$ cat src/rtl/sccb_boot_pkg.sv
// Shared definitions for the SCCB boot sequencer: table op codes, engine WR codes, FSM states.
package sccb_boot_pkg;

    localparam logic [1:0] OP_WRITE = 2'b00;
    localparam logic [1:0] OP_DELAY = 2'b01;
    localparam logic [1:0] OP_RSVD  = 2'b10;
    localparam logic [1:0] OP_END   = 2'b11;

    localparam logic [3:0] SCCB_WR_WRITE = 4'h1;
    localparam logic [3:0] SCCB_WR_READ  = 4'h2;

    localparam logic [3:0] ST_IDLE       = 4'd0;
    localparam logic [3:0] ST_SETTLE     = 4'd1;
    localparam logic [3:0] ST_FETCH      = 4'd2;
    localparam logic [3:0] ST_EXEC       = 4'd3;
    localparam logic [3:0] ST_XFER_ISSUE = 4'd4;
    localparam logic [3:0] ST_XFER_ACK   = 4'd5;
    localparam logic [3:0] ST_XFER_WAIT  = 4'd6;
    localparam logic [3:0] ST_DELAY      = 4'd7;
    localparam logic [3:0] ST_HOST       = 4'd8;

    typedef struct packed {
        logic [1:0] op;
        logic [7:0] addr;
        logic [7:0] data;
    } tbl_entry_t;

    function automatic logic [7:0] sat_inc(input logic [7:0] v);
        return (v == 8'hFF) ? v : v + 8'd1;
    endfunction

endpackage

$ cat src/rtl/sccb_boot_sequencer.sv
// Replays the camera init table into the SCCB engine, then hands the engine to the host port.
// Optional SCCB_VERIFY_EN: read back every written register and flag mismatches.
module sccb_boot_sequencer
    import sccb_boot_pkg::*;
#(
    parameter int          TABLE_AW   = 6,
    parameter logic [7:0]  DEV_ID     = 8'h42,
    parameter int          SETTLE_CYC = 524288,
    parameter int          MS_CYC     = 100000,
    parameter int          ACK_TMO    = 16
) (
    input  logic                clk,
    input  logic                reset,
    input  logic                cam_rdy,
    input  logic                rerun,
    output logic [TABLE_AW-1:0] tbl_addr,
    input  logic [17:0]         tbl_data,
    input  logic                host_start,
    input  logic [3:0]          host_wr,
    input  logic [31:0]         host_data,
    output logic                host_busy,
    output logic [7:0]          host_rdata,
    output logic                sccb_start,
    output logic [3:0]          sccb_wr,
    output logic [31:0]         sccb_data,
    input  logic                sccb_busy,
    input  logic [7:0]          sccb_rdata,
    output logic                done,
    output logic                err,
    output logic [7:0]          err_count
);

    localparam logic [TABLE_AW-1:0] LAST = '1;

    logic [3:0]  state;
    logic [31:0] cnt;
    logic [31:0] dly_tgt;
    logic [3:0]  cmd_wr;
    logic [31:0] cmd_data;
    logic        step;
    logic        bump;
    logic        is_host;
    tbl_entry_t  ent;
`ifdef SCCB_VERIFY_EN
    logic        rd_phase;
`endif

    assign ent     = tbl_data;
    assign is_host = (state == ST_HOST);

    assign sccb_start = is_host ? host_start : (state == ST_XFER_ISSUE);
    assign sccb_wr    = is_host ? host_wr    : cmd_wr;
    assign sccb_data  = is_host ? host_data  : cmd_data;
    assign host_busy  = is_host ? sccb_busy  : 1'b1;
    assign host_rdata = is_host ? sccb_rdata : 8'h00;

    // step: current entry finished, move on; bump: count one error
    always_comb begin
        step = 1'b0;
        bump = 1'b0;
        case (state)
            ST_EXEC: begin
                if (cam_rdy && ent.op == OP_DELAY && ent.data == 8'h00)
                    step = 1'b1;
                if (cam_rdy && ent.op == OP_RSVD) begin
                    step = 1'b1;
                    bump = 1'b1;
                end
            end
            ST_XFER_ACK: begin
                if (!sccb_busy && cnt == 32'(ACK_TMO - 1)) begin
                    step = 1'b1;
                    bump = 1'b1;
                end
            end
            ST_XFER_WAIT: begin
`ifdef SCCB_VERIFY_EN
                if (!sccb_busy && rd_phase) begin
                    step = 1'b1;
                    bump = (sccb_rdata != cmd_data[7:0]);
                end
`else
                if (!sccb_busy)
                    step = 1'b1;
`endif
            end
            ST_DELAY: begin
                if (cnt == dly_tgt)
                    step = 1'b1;
            end
            default: ;
        endcase
    end

    always_ff @(posedge clk or posedge reset) begin
        if (reset) begin
            state     <= ST_IDLE;
            tbl_addr  <= '0;
            cnt       <= '0;
            dly_tgt   <= '0;
            cmd_wr    <= 4'h0;
            cmd_data  <= 32'h0;
            done      <= 1'b0;
            err       <= 1'b0;
            err_count <= 8'h00;
`ifdef SCCB_VERIFY_EN
            rd_phase  <= 1'b0;
`endif
        end else begin
            case (state)
                ST_IDLE: begin
                    tbl_addr <= '0;
                    cnt      <= '0;
                    if (cam_rdy)
                        state <= ST_SETTLE;
                end
                ST_SETTLE: begin
                    if (!cam_rdy)
                        state <= ST_IDLE;
                    else if (cnt == 32'(SETTLE_CYC - 1)) begin
                        cnt   <= '0;
                        state <= ST_FETCH;
                    end else
                        cnt <= cnt + 32'd1;
                end
                ST_FETCH: begin
                    if (!cam_rdy) begin
                        state    <= ST_IDLE;
                        tbl_addr <= '0;
                    end else
                        state <= ST_EXEC;
                end
                ST_EXEC: begin
                    if (!cam_rdy) begin
                        state    <= ST_IDLE;
                        tbl_addr <= '0;
                    end else begin
                        case (ent.op)
                            OP_WRITE: begin
                                cmd_wr   <= SCCB_WR_WRITE;
                                cmd_data <= {8'h00, DEV_ID, ent.addr, ent.data};
                                state    <= ST_XFER_ISSUE;
`ifdef SCCB_VERIFY_EN
                                rd_phase <= 1'b0;
`endif
                            end
                            OP_DELAY: begin
                                if (ent.data != 8'h00) begin
                                    cnt     <= '0;
                                    dly_tgt <= 32'(ent.data) * 32'(MS_CYC) - 32'd1;
                                    state   <= ST_DELAY;
                                end
                            end
                            OP_END: begin
                                done  <= 1'b1;
                                state <= ST_HOST;
                            end
                            default: ;
                        endcase
                    end
                end
                ST_XFER_ISSUE: begin
                    cnt   <= '0;
                    state <= ST_XFER_ACK;
                end
                ST_XFER_ACK: begin
                    if (sccb_busy)
                        state <= ST_XFER_WAIT;
                    else
                        cnt <= cnt + 32'd1;
                end
                ST_XFER_WAIT: begin
`ifdef SCCB_VERIFY_EN
                    if (!sccb_busy && !rd_phase) begin
                        rd_phase <= 1'b1;
                        cmd_wr   <= SCCB_WR_READ;
                        state    <= ST_XFER_ISSUE;
                    end
`endif
                end
                ST_DELAY: begin
                    if (!cam_rdy) begin
                        state    <= ST_IDLE;
                        tbl_addr <= '0;
                    end else
                        cnt <= cnt + 32'd1;
                end
                ST_HOST: begin
                    if (rerun && !sccb_busy) begin
                        done     <= 1'b0;
                        tbl_addr <= '0;
                        state    <= ST_FETCH;
                    end
                end
                default: state <= ST_IDLE;
            endcase

            // a transfer that outlived cam_rdy still aborts here, never wraps past the last entry
            if (step) begin
                if (!cam_rdy) begin
                    state    <= ST_IDLE;
                    tbl_addr <= '0;
                end else if (tbl_addr == LAST) begin
                    err   <= 1'b1;
                    done  <= 1'b1;
                    state <= ST_HOST;
                end else begin
                    tbl_addr <= tbl_addr + 1'b1;
                    state    <= ST_FETCH;
                end
            end
            if (bump) begin
                err       <= 1'b1;
                err_count <= sat_inc(err_count);
            end
        end
    end

endmodule

$ cat config.mk
export PLATFORM = sky130hd
export DESIGN_NAME = sccb_boot_sequencer
export DESIGN_NICKNAME = d
export VERILOG_FILES = /design/src/rtl/sccb_boot_pkg.sv /design/src/rtl/sccb_boot_sequencer.sv
export SDC_FILE = /design/constraint.sdc
export NUM_CORES = 1
export LEC_CHECK = 0
export ABC_AREA = 1
export CAP_MARGIN = 10
export CORE_MARGIN = 2
export CORE_UTILIZATION = 55
export DETAILED_ROUTE_END_ITERATION = 16
export GPL_TIMING_DRIVEN = 1
export HOLD_SLACK_MARGIN = 0.06
export PLACE_DENSITY = 0.83
export SYNTH_ARGS = -nofsm -noshare
export SYNTH_HDL_FRONTEND = slang
export SYNTH_SLANG_ARGS = --single-unit
$ cat constraint.sdc
create_clock -name clk -period 3.9 [get_ports clk]
set_input_delay 0.78 -clock clk [delete_from_list [all_inputs] [get_ports clk]]
set_output_delay 0.78 -clock clk [all_outputs]
set_load 0.05 [all_outputs]
=== After elaboration in Yosys (flattened, before gate mapping) ===
Cells that the tools add are included.
W data, S select, Z words.

* Add/sub/neg operators: 4
* Multiply operators: 1
* Eq/ne operators: 30
* Multiplexer cells: 52
* Bitwise operators: 1
* Reductions and logical operators: 22

{| class="wikitable"
|+ Operators by type and width
! kind !! count
|-
| $mux W32 || 8
|-
| $pmux W32 S5 || 1
|-
| $mux W4 || 12
|-
| $pmux W4 S9 || 1
|-
| $add A32 B1 Y32 const B || 1
|-
| $eq A32 B19 Y1 const B || 1
|-
| $eq A32 B32 Y1 || 1
|-
| $eq A32 B4 Y1 const B || 1
|-
| $mux W6 || 5
|-
| $sub A25 B1 Y26 const B || 1
|-
| $mul A8 B12 Y20 const B || 1
|-
| $mux W1 || 18
|-
| $pmux W6 S3 || 1
|-
| $eq A4 B3 Y1 const B || 4
|-
| $ne A2 B2 Y1 const B || 7
|-
| $pmux W4 S3 || 1
|-
| $ne A3 B3 Y1 const B || 3
|-
| $add A8 B1 Y8 const B || 1
|-
| $eq A4 B2 Y1 const B || 2
|-
| $eq A8 B8 Y1 const B || 1
|-
| $logic_not A8 Y1 || 1
|-
| $mux W8 || 1
|-
| $reduce_and A8 Y1 || 1
|-
| $reduce_bool A8 Y1 || 1
|-
| 26 further kinds || 35
|}

* Bits in registers: 102
* Input port bits: 68
* Output and inout bits: 62
* Logic and storage cells: 119

=== Logic depth before layout (Yosys ltp) ===
* Depth after elaboration: 8
* Gate-level depth with buffers: 23
* Depth with buffers taken out: 22

=== Worst setup path before layout ===
OpenSTA, ideal clock, no wires.

* Path type: input -> register
* Start: in tbl_data[2]
* End: reg dly_tgt[24]
* Setup time: 118 ps
* Arrival: 3918 ps
* Required time: 3782 ps
* Path slack: -136 ps
* Stages on the path: 18
* Buffers on the path: 1
* Cell sequence: ha_1 -> ha_1 -> inv_1 -> fa_1 -> inv_1 -> fa_1 -> ha_1 -> buf_4 -> xor2_1 -> nand2_1 -> nor2_1 -> nand3_1 -> nor2_4 -> nand2_1 -> nor2_1 -> nand3_1 -> nand3_1 -> nand2_1

* Word-level cells in the longest chain between the ends: 2
* Elaborated cells on any way between the ends: 4
* Those cells by class: add/sub (1); mul (1); reduce/logical (2)

{| class="wikitable"
|+ RTL lines
! what !! line !! source
|-
| start: declaration || sccb_boot_sequencer.sv:17 || <nowiki>input logic [17:0] tbl_data,</nowiki>
|-
| $mul A8 B12 Y20 / $reduce_bool A8 Y1 (equally long branches) || sccb_boot_sequencer.sv:150, sccb_boot_sequencer.sv:148 ||
|-
| $sub A25 B1 Y26 / $reduce_and A4 Y1 (equally long branches) || -- ||
|-
| end signal: assignment || sccb_boot_sequencer.sv:150 || <nowiki>dly_tgt <= 32'(ent.data) * 32'(MS_CYC) - 32'd1;</nowiki>
|-
| end: declaration || sccb_boot_sequencer.sv:37 || <nowiki>logic [31:0] dly_tgt;</nowiki>
|}

Several ways; a longest one is shown, not always the timed one.
A chain may end at the register's enable or synchronous reset.

=== Worst setup path after layout ===
* Start: in tbl_data[6]
* End: reg dly_tgt[23]

Same word-level chain as after synthesis.

==> metrics <==
core footprint=14400 um2; vias in the first global route=approximately 8k; worst path cell trace=clkbuf_2 > inv_2 > ha_2 > ha_1 > inv_1 > fa_1 > inv_1 > fa_1 > ha_4 > nand2_1 > nand2_2 > inv_1 > nand2_2 > inv_1 > nand3_1 > nand2_1 > nand2_2 > nand2_2 > nor3_4 > nand2_1 > nand2_1 > nand3_1; die area=around 16000 um2; Final Cycle Share=a little over nine tenths; clk sink count=91; hold path startpoint=cmd_data[17]$_DFFE_PP0P_; Post-DRT Antenna Nets=0; Worst EP arrival=4.09 ns; Avg Vias per Cell=5.48; GPL Wtd Cong=0.967; Unique masters post-synth=47; outcome=completed; Leakage=5.46 nW; total power=0.00549 W; Post-Syn Area=about 8000 um2; IO Count=130; Max-slew headroom=roughly two fifths; Yosys reg bits=about 90; warnings from Yosys=0; R2R setup slack=1.41 ns; Port Buffers=about 130; Starting Density=a little under three fifths; Post-Syn Area per Cell=6.76 um2; multi-input combinational cell area=around 5500 um2; top post-synthesis cells by area=dfrtp_1, nand2_1, ha_1, inv_1, nor2_1; cell count after synthesis=~1.2k; largest net degree at the start of global routing=51; post-DP HPWL=roughly 18000 um; fillers=1027; total CTS buffers=9; r2r startpoint=state[1]$_DFFE_PP0P_; first-pass GRT wire length=between 30000 and 40000 um; Hold Path End=cmd_data[17]$_DFFE_PP0P_; DR iter-0 viols=~740; dpl ws=-0.803 ns; Critical path buffers and inverters=6; startpoint types=primary input; Peak VDD IR=between 0.0003 and 0.0004 V; share of layout cells above drive strength 1=a little under a fifth; H-Tree Depth=3; min Tclk post-route=approximately 3.9 ns; synthesized net count=~1.3k; # diodes=0; Max-cap violations=0; CTS Buffer Depth=2; CTS Root Cell=clkbuf_16; Seq/Total Area, Yosys=between 20% and 30%; Post-synth EDFFs=0; hold depth=2; Synth async-reset ratio=100%; Die H=125 um; CP top delay family=adder cells; P&R area growth vs syn=36.3%; gr usage total=between 20% and 30%; Max Fanout on Critical Path=4; Fin Hold WS=between 0.4 and 0.5 ns; Final nets=between 1.5k and 2k; type of the worst min-delay path=reg2reg; FF-to-FF path depth=9; top-area cell type share of the netlist area=28.4%; Worst R2R End=tbl_addr[2]$_DFF_PP0_; FF/Latch Area=around 2300 um2; final setup violation count=0; slowest CP cell=fa_1; crit path kind=in2reg; worst-margin pin slew=~0.89 ns; required time worst endpoint=a little over 4 ns; TritonCTS clock tree=done; grt ovf=0; Primary FF master, synth=dfrtp_1; area leader, netlist=dfrtp_1; worst-skew pair later-pin latency=between 0.3 and 0.4 ns; f_max=around 260 MHz; power per cell area=slightly above 500 nW/um2; DRT Wirelength=~25000 um; clk_skew=roughly 0.014 ns; routed length per instance=15.8 um; slowest cell delay on critical path=approximately 0.58 ns; Rows=44; critical path endpoint category=register; DRT Pass-1 Iters=7; # DRC=0; DIE WIDTH=about 120 um; Final Hold Fails=0; vias post-DR=around 8.6k; pins over their slew limit=0; PnR worst setup slack=0.0493 ns; Worst-path clk slew=0.07 ns; initial antenna violation count=0
## cells in the mapped netlist (all sizes together) (2+ instances only)
| master | count |
|---|---|
| nand2 | 338 |
| inv | 184 |
| nor2 | 142 |
| dfrtp | 91 |
| nand3 | 89 |
| ha | 60 |
| o21ai | 48 |
| nand4 | 35 |
| nor3 | 35 |
| xor2 | 27 |
| a21oi | 21 |
| xnor2 | 16 |
| clkbuf | 15 |
| buf | 13 |
| fa | 12 |
| or2 | 10 |
| mux2 | 9 |
| nor4 | 9 |
| a31oi | 6 |
| o2111ai | 5 |
| nand3b | 3 |
| o21bai | 3 |
| and2 | 2 |
| nor3b | 2 |
| o211ai | 2 |
## report_power, final
part	internal [W]	switching, W	total [W]
clock network	0.000563	0.000382	0.000945
logic	0.00126	0.00201	0.00327
registers	0.00113	0.000146	0.00128
## metal layers
layer / vias up / wire length [um] / GRT usage [%]
li1: 4173 / - / -
met1: 3975 / 10300 / 37.6
met2: 359 / 12200 / 51.3
met3: 101 / 1250 / 4.21
met4: 0 / 1040 / 11.6
met5: - / 0 / 0
## metrics by stage
| step | util (%) | area (um2) | setup TNS [ns] | instances |
|---|---|---|---|---|
| finish | 75.9 | 10900 | 0 | 1570 |
| global route | 75.9 | 10900 | -0.481 | 1570 |
| CTS | 74.1 | 10700 | 0 | 1565 |
| detailed placement | 69.8 | 10000 | -10.10 | 1544 |
| global placement | 69.8 | 10000 | -8.83 | 1544 |
| floorplan | - | 8060 | -0.0148 | 1184 |
## how the worst max path moves through the flow
stage | slack, ns | cells past startpoint | start | to
after global placement | -0.72 | 20 | tbl_data[2] | dly_tgt[24]$_DFFE_PP0P_
final | 0.05 | 22 | tbl_data[6] | dly_tgt[23]$_DFFE_PP0P_
after detailed placement | -0.80 | 21 | tbl_data[2] | dly_tgt[21]$_DFFE_PP0P_
after global routing | -0.08 | 20 | tbl_data[6] | dly_tgt[23]$_DFFE_PP0P_
after floorplan | -0.01 | 20 | tbl_data[3] | dly_tgt[24]$_DFFE_PP0P_
after CTS | 0.02 | 16 | tbl_data[1] | dly_tgt[23]$_DFFE_PP0P_
## kinds of logic after synthesis
kind of cell / share of synthesized area, %
and+or+nand+nor: 36.6
buffers and inverters: 10.2
AOI/OAI and AO/OA: 6.39
muxes: 1.27
adders and majority gates: 12.4
xor gates and xnor gates: 4.70
DFF: 28.4
## cell type report
| class | count | area share [%] |
|---|---|---|
| inverter | 185 | 6.37 |
| tap | 184 | 2.11 |
| clock inverter | 6 | 0.825 |
| multi-input combinational | 880 | 50.1 |
| clock buffer | 10 | 2.10 |
| sequential | 91 | 20.9 |
| timing repair buffer | 214 | 17.6 |
## worst min-delay path: cells and delay by family (launching register included)
kind / cells / cell delay (ns)
buffers and inverters: 1 / 0.04
DFF: 1 / 0.34
and+or+nand+nor: 1 / 0.05
## sequential cells by signal, summed over array words and instances (netlist names)
name,flops
cnt,32
dly_tgt,22
cmd_data,17
err_count,8
tbl_addr,6
state,4
done,1
err,1
## layout by cell type (no fill, tap or decap), types with 4 or more instances in the layout
| cell type | netlist | layout |
|---|---|---|
| nor2_1 | 129 | 113 |
| nor2_4 | 1 | 10 |
| xor2_1 | 27 | 26 |
| nand3_1 | 87 | 76 |
| ha_4 | 0 | 18 |
| a31oi_1 | 6 | 6 |
| fa_1 | 12 | 11 |
| clkdlybuf4s50_1 | 0 | 121 |
| mux2_2 | 9 | 9 |
| inv_1 | 174 | 167 |
| xnor2_1 | 16 | 16 |
| nor3_1 | 30 | 30 |
| or2_2 | 6 | 6 |
| ha_1 | 60 | 40 |
| clkbuf_16 | 0 | 9 |
| nor3_2 | 5 | 4 |
| nand2_1 | 329 | 292 |
| nand2_2 | 7 | 37 |
| inv_2 | 10 | 16 |
| a21oi_1 | 21 | 17 |
| nor4_1 | 9 | 9 |
| nand4_1 | 34 | 34 |
| nand3_2 | 2 | 11 |
| nor2_2 | 12 | 19 |
| o21ai_0 | 39 | 39 |
| dfrtp_1 | 91 | 91 |
| nand2_4 | 2 | 9 |
| o21ai_1 | 7 | 7 |
| o2111ai_1 | 5 | 5 |
| buf_4 | 2 | 83 |
| clkbuf_2 | 0 | 4 |
## what timing repair did
action,4_1_cts,5_1_grt
hold buffers,0,0
resized for setup,64,74
pin swaps,19,33
setup endpoints to repair,14,11
setup buffers,5,5
Note: power is estimated with default switching activity, not from simulation.
==> RTL change 1 (same flow settings) <==
Change the parameter `TABLE_AW` from 6 to 5.
--- a/src/rtl/sccb_boot_sequencer.sv
+++ b/src/rtl/sccb_boot_sequencer.sv
@@ -3,7 +3,7 @@
 module sccb_boot_sequencer
     import sccb_boot_pkg::*;
 #(
-    parameter int          TABLE_AW   = 6,
+    parameter int          TABLE_AW   = 5,
     parameter logic [7:0]  DEV_ID     = 8'h42,
     parameter int          SETTLE_CYC = 524288,
     parameter int          MS_CYC     = 100000,
Interface: changed (resized tbl_addr); port bits go from 130 to 129. The function was not compared with the original's and may differ.
==> RTL change 1 against the original RTL <==
The run now ends with negative setup slack left. Setup slack got worse by 180 ps. Sequential power rose by 5%. Count of clock-buffer cells in the layout is 1 higher. Total power is 14% higher. Final area increased by 0.70%. Register-to-register slack better by 30 ps. Area after synthesis down 2.1%. Sequential cell count shrank 1. Wire length is 8.6% higher. Critical endpoint is now dly_tgt[22].
==> RTL change 1: results (changes against the original RTL) <==
global_routing:
  first_global_vias: 8271  # was 8,134
  grt_pass1_wl_microns: 39600  # was 38,300 microns
  gr-usage-all-layers_pct: 33.3  # was 29.7%
worst_setup_path:
  crit_path_max_fanout: 5  # was 4
  timing.rr.start: "state[3]"  # was state[1]
  startpoint: "tbl_data[2]"  # was tbl_data[6]
  cp_capture_point: "dly_tgt[22]"  # was dly_tgt[23]
sta:
  setup_total_negative_slack_ps: -716  # was 0 ps
  finalWorstSetupSlack_ps: -130  # was 49.3 ps
  finClkSkew_ps: 7.69  # was 14.0 ps
  final_hold_slack_ps: 487  # was 463 ps
  final-setup-viol-count: 9  # was 0
synth:
  synth_area_leaders: "sky130_fd_sc_hd__dfrtp_1 29%, sky130_fd_sc_hd__nand2_1 14%, sky130_fd_sc_hd__ha_1 9.9%"  # was sky130_fd_sc_hd__dfrtp_1 28%, sky130_fd_sc_hd__nand2_1 15%, sky130_fd_sc_hd__ha_1 9.4%
  fraction_of_the_yosys_area_taken_by_sequential_cells_pct: 28.7  # was 28.4%
  synth.lib_cells_used.distinct: 46  # was 47
  synth_area_per_cell_sq_um: 7.01  # was 6.76 sq um
  synth_xor_area_share_pct: 5.69  # was 4.70%
  synthTopCellsByCount: "298 x sky130_fd_sc_hd__nand2_1, 164 x sky130_fd_sc_hd__inv_1, 125 x sky130_fd_sc_hd__nor2_1, 90 x sky130_fd_sc_hd__dfrtp_1, 80 x sky130_fd_sc_hd__nand3_1"  # was 329 x sky130_fd_sc_hd__nand2_1, 174 x sky130_fd_sc_hd__inv_1, 129 x sky130_fd_sc_hd__nor2_1, 91 x sky130_fd_sc_hd__dfrtp_1, 87 x sky130_fd_sc_hd__nand3_1
routing:
  metal_1_wl_microns: 10100  # was 10,300 microns
  met3RoutedLength_microns: 1390  # was 1250 microns
  detailedRoute.firstPassIterationCount: 6  # was 7
outcome:
  violations: "negative setup slack"
  outcome: "complete, but fails checks"  # was completed
placement:
  area_of_placed_instances_sq_mm: 0.0100  # about the same
  pre_cts_slack_ps: -793  # was -803 ps
  gp_congestion: 0.951  # was 0.967
final_layout:
  finish.cell_count_without_fillers: 1504  # was 1,570
  layout-drive-gt1-share_pct: 22.1  # was 18.8%
  fillers: 894  # was 1,027
pwr:
  power_per_cell_area_mw_per_mm2: 572  # was 503 mW/mm^2
  cell_leakage_power_nw: 5.38  # was 5.46 nW
worst_hold_path:
  hold_path_startpoint: "cmd_data[0]"  # was cmd_data[17]
## RTL change 1: area by class of cell
| cell class | count | share of cell area, % |
|---|---|---|
| multi-input cells | 838 | 49.6 |
| flip-flops and latches | 90 | 20.5 |
| repair buffers | 211 | 19.0 |
| inverters | 170 | 5.82 |
| clock buffers | 11 | 2.30 |
| well taps | 180 | 2.05 |
| clock inverters | 4 | 0.672 |
## RTL change 1: cells by family (layout without fill, tap and decap cells)
kind of cell | after synthesis | in the layout
AND/OR/NAND/NOR | 608 | 608
buffers and inverters | 191 | 396
AO/OA/AOI/OAI | 97 | 97
XOR/XNOR | 51 | 51
multiplexers | 8 | 8
flip-flops | 90 | 90
adder cells (fa/ha/maj) | 74 | 74
## RTL change 1: what timing repair did
item | CTS | global route
setup endpoints to repair | 14 | 11
pin swaps | 22 | 49
resized for setup | 73 | 83
buffers inserted | 3 | 6
## RTL change 1: report_power, final
group	switching, mW	internal (mW)
combinational	2.37	1.60
clock	0.378	0.594
sequential	0.182	1.16
total	2.93	3.35
==> RTL change 2 (same settings) <==
Made on the original files. Compare `cnt` against `32'(ACK_TMO - 1)` with >= in place of ==.
--- a/src/rtl/sccb_boot_sequencer.sv
+++ b/src/rtl/sccb_boot_sequencer.sv
@@ -68,7 +68,7 @@
                 end
             end
             ST_XFER_ACK: begin
-                if (!sccb_busy && cnt == 32'(ACK_TMO - 1)) begin
+                if (!sccb_busy && cnt >= 32'(ACK_TMO - 1)) begin
                     step = 1'b1;
                     bump = 1'b1;
                 end
Formal check against the unedited RTL: same outputs for any inputs over 4 cycles, from zero or initial values and one cycle with reset high; that may be too few to reach the edited logic, so the function may still have changed.
==> RTL change 2 against the original RTL <==
The flow now finishes with violations (negative setup slack). Setup slack got worse by 330 ps. Sequential cell count unchanged. Area after synthesis shrank 3.3%. Combinational power is 18% higher. Via count decreased by 0.65%. Wire length grew 5.4%. Final area shrank 0.56%. Total power is 11% higher. Sequential share of layout area rose by 0.12 points. Critical endpoint is now dly_tgt[21]. Largest power group unchanged.
==> RTL change 2: results (changes against the original RTL) <==
global_routing:
  maximum_number_of_pins_on_one_net_before_global_route_repair: 52  # was 51
  gr-usage-all-layers_pct: 32.6  # was 29.7%
  first_global_vias: 7935  # was 8,134
  grt_pass1_wl_microns: 38600  # was 38,300 microns
synth:
  synthTopCellsByCount: "315 x sky130_fd_sc_hd__nand2_1, 142 x sky130_fd_sc_hd__nor2_1, 137 x sky130_fd_sc_hd__inv_1, 91 x sky130_fd_sc_hd__dfrtp_1, 71 x sky130_fd_sc_hd__nand3_1"  # was 329 x sky130_fd_sc_hd__nand2_1, 174 x sky130_fd_sc_hd__inv_1, 129 x sky130_fd_sc_hd__nor2_1, 91 x sky130_fd_sc_hd__dfrtp_1, 87 x sky130_fd_sc_hd__nand3_1
  synth_area_leaders: "sky130_fd_sc_hd__dfrtp_1 29%, sky130_fd_sc_hd__nand2_1 15%, sky130_fd_sc_hd__ha_1 9.9%"  # was sky130_fd_sc_hd__dfrtp_1 28%, sky130_fd_sc_hd__nand2_1 15%, sky130_fd_sc_hd__ha_1 9.4%
  synth_mux_area_share_pct: 1.16  # was 1.27%
  syn_nets: 1258  # was 1,324
  synth_area_per_cell_sq_um: 6.93  # was 6.76 sq um
final_layout:
  num-nets-final: 1469  # was 1,521
  seq_share_pct: 21.0  # was 20.9%
  n_all_buffers: 228  # was 214
  non_clock_inverter_count: 146  # was 185
placement:
  dp_hpwl_microns: 17600  # was 17,700 microns
  gp_congestion: 0.938  # was 0.967
  area_of_placed_instances_sq_mm: 0.0100  # about the same
  pre_cts_slack_ps: -856  # was -803 ps
sta:
  setup_total_negative_slack_ps: -1460  # was 0 ps
  final_hold_slack_ps: 471  # was 463 ps
  final-setup-viol-count: 9  # was 0
  finalWorstSetupSlack_ps: -279  # was 49.3 ps
  finClkSkew_ps: 17.3  # was 14.0 ps
pwr:
  comb_power_share_pct: 63.6  # was 59.5%
  power_per_cell_area_mw_per_mm2: 560  # was 503 mW/mm^2
  cell_leakage_power_nw: 5.33  # was 5.46 nW
  peakVddDrop_v: 0.000365  # was 0.000330 V
outcome:
  outcome: "complete, but fails checks"  # was completed
  violations: "negative setup slack"
worst_setup_path:
  startpoint: "tbl_data[2]"  # was tbl_data[6]
  max_stage_delay_ps: 600  # was 580 ps
  r2r_cells: 11  # was 9
routing:
  routedWlPerCell_microns: 17.3  # was 15.8 microns
  vias_per_cell: 5.65  # was 5.48
  first_iter_violations: 780  # was 741
clock_tree:
  post_cts_sizing_count: 49  # was 64
floorplanning:
  nWellTaps: 180  # was 184
-- RTL change 2: cell count changes after synthesis, sizes merged, moves of 4 or more --
cell	unedited run	this run
inv	184	146
nand2	338	319
nand3	89	71
nand4	35	21
nor2	142	152
nor3	35	28
o211ai	2	6
o21ai	48	57
xnor2	16	23
-- RTL change 2: tightest hold or removal path, cell delays in order (launching register included) --
cell and delay (ps):
sky130_fd_sc_hd__dfrtp_1 350, sky130_fd_sc_hd__inv_1 40, sky130_fd_sc_hd__nand2_1 50
-- RTL change 2: per-layer routing --
metal	vias to the layer above	part of all wire [%]	routed length, microns	track usage, %
met5	-	0	0	0
met4	0	4.5	1180	14.4
met3	109	5.1	1350	5.02
met2	380	51	13400	56.8
met1	4055	39	10200	39.8
li1	4008	-	-	-
